**src/rtl/reg_bank_2w_pkg.sv**
```systemverilog
// Shared CPU register-file constants, used by the register bank and the read-mux stage.
package reg_bank_2w_pkg;

  localparam int NUM_REGS   = 32;
  localparam int REG_ADDR_W = 5;
  localparam int ZERO_REG   = 0;

  typedef logic [REG_ADDR_W-1:0] reg_addr_t;

endpackage

```
**src/rtl/reg_bank_sb.sv**
```systemverilog
// Pending-write scoreboard: one busy bit per register, set by issue-slot allocs,
// cleared by writebacks; a same-cycle alloc outranks a clear.
module reg_bank_sb
  import reg_bank_2w_pkg::*;
#(
  parameter int ZERO_HARD = 1
) (
  input  logic                clk,
  input  logic                rst,
  input  logic                alloc0,
  input  logic [REG_ADDR_W-1:0] alloc_addr0,
  input  logic                alloc1,
  input  logic [REG_ADDR_W-1:0] alloc_addr1,
  input  logic                we0,
  input  logic [REG_ADDR_W-1:0] waddr0,
  input  logic                we1,
  input  logic [REG_ADDR_W-1:0] waddr1,
  output logic [NUM_REGS-1:0] busy
);

  logic [NUM_REGS-1:0] busy_reg;
  logic [NUM_REGS-1:0] set_mask;
  logic [NUM_REGS-1:0] clr_mask;

  for (genvar gi = 0; gi < NUM_REGS; gi++) begin : g_mask
    localparam reg_addr_t IDX = REG_ADDR_W'(gi);
    localparam bit SETTABLE = !((ZERO_HARD != 0) && (gi == ZERO_REG));
    // Two slots hitting one address simply OR into a single set.
    assign set_mask[gi] = SETTABLE && ((alloc0 && (alloc_addr0 == IDX)) ||
                                       (alloc1 && (alloc_addr1 == IDX)));
    assign clr_mask[gi] = (we0 && (waddr0 == IDX)) || (we1 && (waddr1 == IDX));
  end

  always_ff @(posedge clk) begin
    if (rst) begin
      busy_reg <= '0;
    end else begin
      busy_reg <= (busy_reg & ~clr_mask) | set_mask;
    end
  end

  assign busy = busy_reg;

endmodule

```
**src/rtl/reg_bank_2w.sv**
```systemverilog
// 32-entry register bank with two writeback ports (port 1 younger) and an optional
// pending-write scoreboard enabled by macro REG_BANK_SCOREBOARD_EN.
module reg_bank_2w
  import reg_bank_2w_pkg::*;
#(
  parameter int DATA_W    = 32,
  parameter int ZERO_HARD = 1
) (
  input  logic                       clk,
  input  logic                       rst,
  input  logic                       we0,
  input  logic [REG_ADDR_W-1:0]      waddr0,
  input  logic [DATA_W-1:0]          wdata0,
  input  logic                       we1,
  input  logic [REG_ADDR_W-1:0]      waddr1,
  input  logic [DATA_W-1:0]          wdata1,
  output logic [NUM_REGS*DATA_W-1:0] regs_flat,
  input  logic                       alloc0,
  input  logic [REG_ADDR_W-1:0]      alloc_addr0,
  input  logic                       alloc1,
  input  logic [REG_ADDR_W-1:0]      alloc_addr1,
  output logic [NUM_REGS-1:0]        busy
);

  for (genvar gi = 0; gi < NUM_REGS; gi++) begin : g_reg
    localparam reg_addr_t IDX = REG_ADDR_W'(gi);
    localparam bit HARD_ZERO = (ZERO_HARD != 0) && (gi == ZERO_REG);
    logic [DATA_W-1:0] data_reg;

    // Port 1 is checked first so the younger slot wins a same-address collision.
    always_ff @(posedge clk) begin
      if (rst || HARD_ZERO) begin
        data_reg <= '0;
      end else if (we1 && (waddr1 == IDX)) begin
        data_reg <= wdata1;
      end else if (we0 && (waddr0 == IDX)) begin
        data_reg <= wdata0;
      end
    end

    assign regs_flat[gi*DATA_W +: DATA_W] = data_reg;
  end

`ifdef REG_BANK_SCOREBOARD_EN
  reg_bank_sb #(
    .ZERO_HARD(ZERO_HARD)
  ) u_sb (
    .clk        (clk),
    .rst        (rst),
    .alloc0     (alloc0),
    .alloc_addr0(alloc_addr0),
    .alloc1     (alloc1),
    .alloc_addr1(alloc_addr1),
    .we0        (we0),
    .waddr0     (waddr0),
    .we1        (we1),
    .waddr1     (waddr1),
    .busy       (busy)
  );
`else
  logic unused_alloc;
  assign unused_alloc = ^{alloc0, alloc_addr0, alloc1, alloc_addr1};
  assign busy = '0;
`endif

endmodule

```
**config.mk**
```make
export PLATFORM = sky130hd
export DESIGN_NAME = reg_bank_2w
export DESIGN_NICKNAME = d
export VERILOG_FILES = /design/src/rtl/reg_bank_2w_pkg.sv /design/src/rtl/reg_bank_sb.sv /design/src/rtl/reg_bank_2w.sv
export SDC_FILE = /design/constraint.sdc
export NUM_CORES = 2
export LEC_CHECK = 0
export BUFFER_PORTS_ARGS = -buffer_cell sky130_fd_sc_hd__buf_2
export CORE_AREA = 8 8 439 441
export CTS_CLUSTER_SIZE = 14
export DETAILED_ROUTE_END_ITERATION = 7
export DIE_AREA = 0 0 447 449
export GPL_ROUTABILITY_DRIVEN = 0
export PLACE_DENSITY = 0.45
export RECOVER_POWER = 25
export SLEW_MARGIN = 20
export SYNTH_ARGS = -nofsm -noshare
export SYNTH_HDL_FRONTEND = slang
export SYNTH_SLANG_ARGS = --single-unit
```
**constraint.sdc**
```tcl
create_clock -name clk -period 2.4 [get_ports clk]
set_input_delay 0.36 -clock clk [delete_from_list [all_inputs] [get_ports clk]]
set_output_delay 0.36 -clock clk [all_outputs]
set_load 0.05 [all_outputs]
```
==> metrics.md <==
| Metric | Value |
|---|---|
| Count of cell types in the netlist | 27 |
| CP required | 3.07 ns |
| H-tree depth | 3 |
| Clk sinks | 992 |
| Top-Level Pins | 1146 |
| WHS | 0.247 ns |
| Remaining DRCs | 0 |
| Slew headroom | 0.223 |
| Fin. Hold Viols | 0 |
| CTS buffer count | 121 |
| ANT nets after route | 0 |
| Worst path max stage delay | 0.81 ns |
| Vias in the first global route | 54600 |
| I/O Buffers | 1069 |
| # fillers | 19700 |
| Syn_area_per_cell | 7.73 um2 |
| Worst Path Arrival | 2.80 ns |
| CP max stage cell | clkbuf_1 |
| Clk buf depth | 3 |
| Unrepaired setup endpoints after global routing | false |
| Final slew viol count | 0 |
| Worst-case clock skew | 0 ns |
| Finished Core Util | 0.328 |
| Setup violators final | 0 |
| Synth Area in XOR/XNOR | 0 |
| Multiplexer share of the synthesized area | 0 |
| Compound-Gate Fraction of Synth Area | 0.284 |
| Least-Margin Pin Slew | 1.17 ns |
| #FFs+latches synth | 992 |
| Largest net degree at the start of global routing | 117 |
| Leakage | 21.5 nW |
| Status | completed |
| Clock Latency Late Sink | 0.78 ns |
| Die Ht | 449 um |
| Clock root buffer | clkbuf_16 |
| Nets | 6891 |
| GR Overflow Total | 0 |
| Via count | 58700 |
| Max Clock Freq | 470 MHz |
| Max FFs per register | 992 |
| Multi-input gate area | 24400 um2 |
| Kind of end point of the critical path | flip-flop |
| Worst path cell trace | clkbuf_2 > clkbuf_1 > and3_1 > clkbuf_2 > nand2_1 > a311oi_1 |
| Routed length per instance | 36.4 um |
| Final period utilization | 0.887 |
| Ranking of synthesized cells by area | dfxtp_1, a311oi_1, nor3_1, o21ai_0, nand2_1 |
| Layout area overhead | 27.1% |
| First-pass GRT wire length | 466000 um |
| Setup TNS | 0 ns |
| Yosys synthesis warning count | 0 |
| CP Max Fanout | 28 |
| Initial drt markers | 7915 |
| # rows | 159 |
| Initial core utilization | 0.258 |
| Adder-cell area share of the yosys netlist | 0 |
| Tot Pwr | 42.1 mW |
| Power Density | 688 nW/um2 |
| Initial antenna violation count | 55 |
| HPWL Detailed | 213000 um |
| Share of the synthesized area in the top cell type | 0.413 |
| Most used cell, CP | clkbuf_2 |
| Die width | 447 um |
| Seq/Total Area, Yosys | 0.413 |
| HP Class | primary input to flip-flop |
| CP Class | primary input to flip-flop |
| Layout cells sized above 1 | 0.246 |
| GRT Util Overall | 0.321 |
| Tmin final | 2.13 ns |
| Largest family of logic cells by synthesized area | compound AO/OA/AOI/OAI gates |
| TritonCTS clock tree | built |
| Total Wirelength | 344000 um |
| Max VDD drop | 0.000622 V |
| Core ar. | 186000 um2 |
| Vias per cell | 6.22 |
| Setup crit start kind | primary input |
| Synth Cell Area | 48100 um2 |
| Mapped Cells | 6224 |
| Synth Area in Simple Gates | 0.212 |
| Area leader, netlist | dfxtp_1 |
| FF+latch area | 19900 um2 |
| # Max-Cap Violations | 0 |
| Clock-pin slew on the worst setup and hold paths | 0.06 ns |
| Total die area | 201000 um2 |
| Pre-Repair DR Iteration Count | 6 |
area by class of cell:
type | count | area share
multi-input cells | 4227 | 0.398
flip-flops and latches | 992 | 0.325
repair buffers | 1459 | 0.160
clock buffers | 189 | 0.0591
well taps | 2495 | 0.0510
clock inverters | 31 | 0.00509
diodes | 43 | 0.00176
stage by stage:
| stage | std cells | area [um2] | setup slack [ns] |
|---|---|---|---|
| 2_1_floorplan | 6287 | 48400 | 0.579 |
| 3_3_place_gp | 9172 | 57400 | 0.210 |
| 6_report | 9436 | 61200 | 0.271 |
| 3_5_place_dp | 9172 | 57400 | 0.191 |
| 4_1_cts | 9393 | 61300 | 0.317 |
| 5_1_grt | 9416 | 61100 | 0.188 |
kinds of logic (layout without fill, tap and decap cells):
logic type,Yosys count,count (layout)
and+or+nand+nor,2179,2179
AOI/OAI and AO/OA,1984,1984
buffers and inverters,1068,1679
DFF,992,992
other,1,107
repair_timing:
action | CTS | global route
hold buffers | 1 | 0
resized for setup | 0 | 0
endpoints found under the hold margin | 18 | 0
setup buffers | 0 | 0
setup endpoints to repair | 0 | 0
metal layers:
metal	part of all wire	global-route usage	routed length, um
met5	0.000079	0	27
met1	0.38	0.402	132000
met2	0.44	0.482	151000
met4	0.081	0.225	27800
met3	0.099	0.0772	34100
synth_stat cells:
master	number
nand4bb_1	6
a311oi_1	992
and4_1	1
and3_1	32
buf_6	10
o21ai_0	967
dfxtp_1	992
clkbuf_2	16
and4bb_2	3
nand2_1	995
nand4_1	2
buf_4	64
conb_1	1
o21ai_1	25
clkbuf_1	904
nand4b_1	6
nor3_1	992
and4b_1	3
buf_1	21
nand2b_1	6
or4b_1	2
or2_1	3
nor4b_4	1
nor3b_1	32
buf_2	53
and3b_1	64
or2_2	31
critical path, delay by kind of cell:
family	cells	cell delay, ns
AO/OA/AOI/OAI	1	0.30
buffers and inverters	3	1.72
AND/OR/NAND/NOR	2	0.37
path summary, 6_finish.rpt:
| kind | cells past startpoint | endpoint | slack (ns) | startpoint |
|---|---|---|---|---|
| setup / recovery | 6 | g_reg[31].data_reg[19]$_SDFFE_PP0P_ | 0.27 | waddr0[0] |
| hold / removal | 4 | g_reg[6].data_reg[26]$_SDFFE_PP0P_ | 0.25 | wdata1[26] |
| setup reg to reg | 2 | g_reg[19].data_reg[31]$_SDFFE_PP0P_ | 1.38 | g_reg[19].data_reg[31]$_SDFFE_PP0P_ |
| hold reg to reg | 2 | g_reg[1].data_reg[22]$_SDFFE_PP0P_ | 0.50 | g_reg[1].data_reg[22]$_SDFFE_PP0P_ |
cells in the final DEF, fill, tap and decap left out, drive strengths merged:
cell,instances
nand2b,6
and3b,64
nor3,992
and4b,3
dlygate4sd3,1
inv,3
nand4bb,6
nor4b,1
bufinv,5
nor3b,32
diode,43
conb,64
clkinv,21
clkbuf,245
nand4b,6
buf,1402
dfxtp,992
and4bb,3
or2,34
and4,1
nand4,2
clkinvlp,2
or4b,2
o21ai,992
nand2,995
and3,32
a311oi,992
where the power goes:
part	internal (mW)	switching, mW	total (mW)
Sequential	16.8	0.302	17.1
Combinational	1.16	5.00	6.16
Clock	10.8	8.06	18.8
Note: power is estimated with default switching activity, not from simulation.
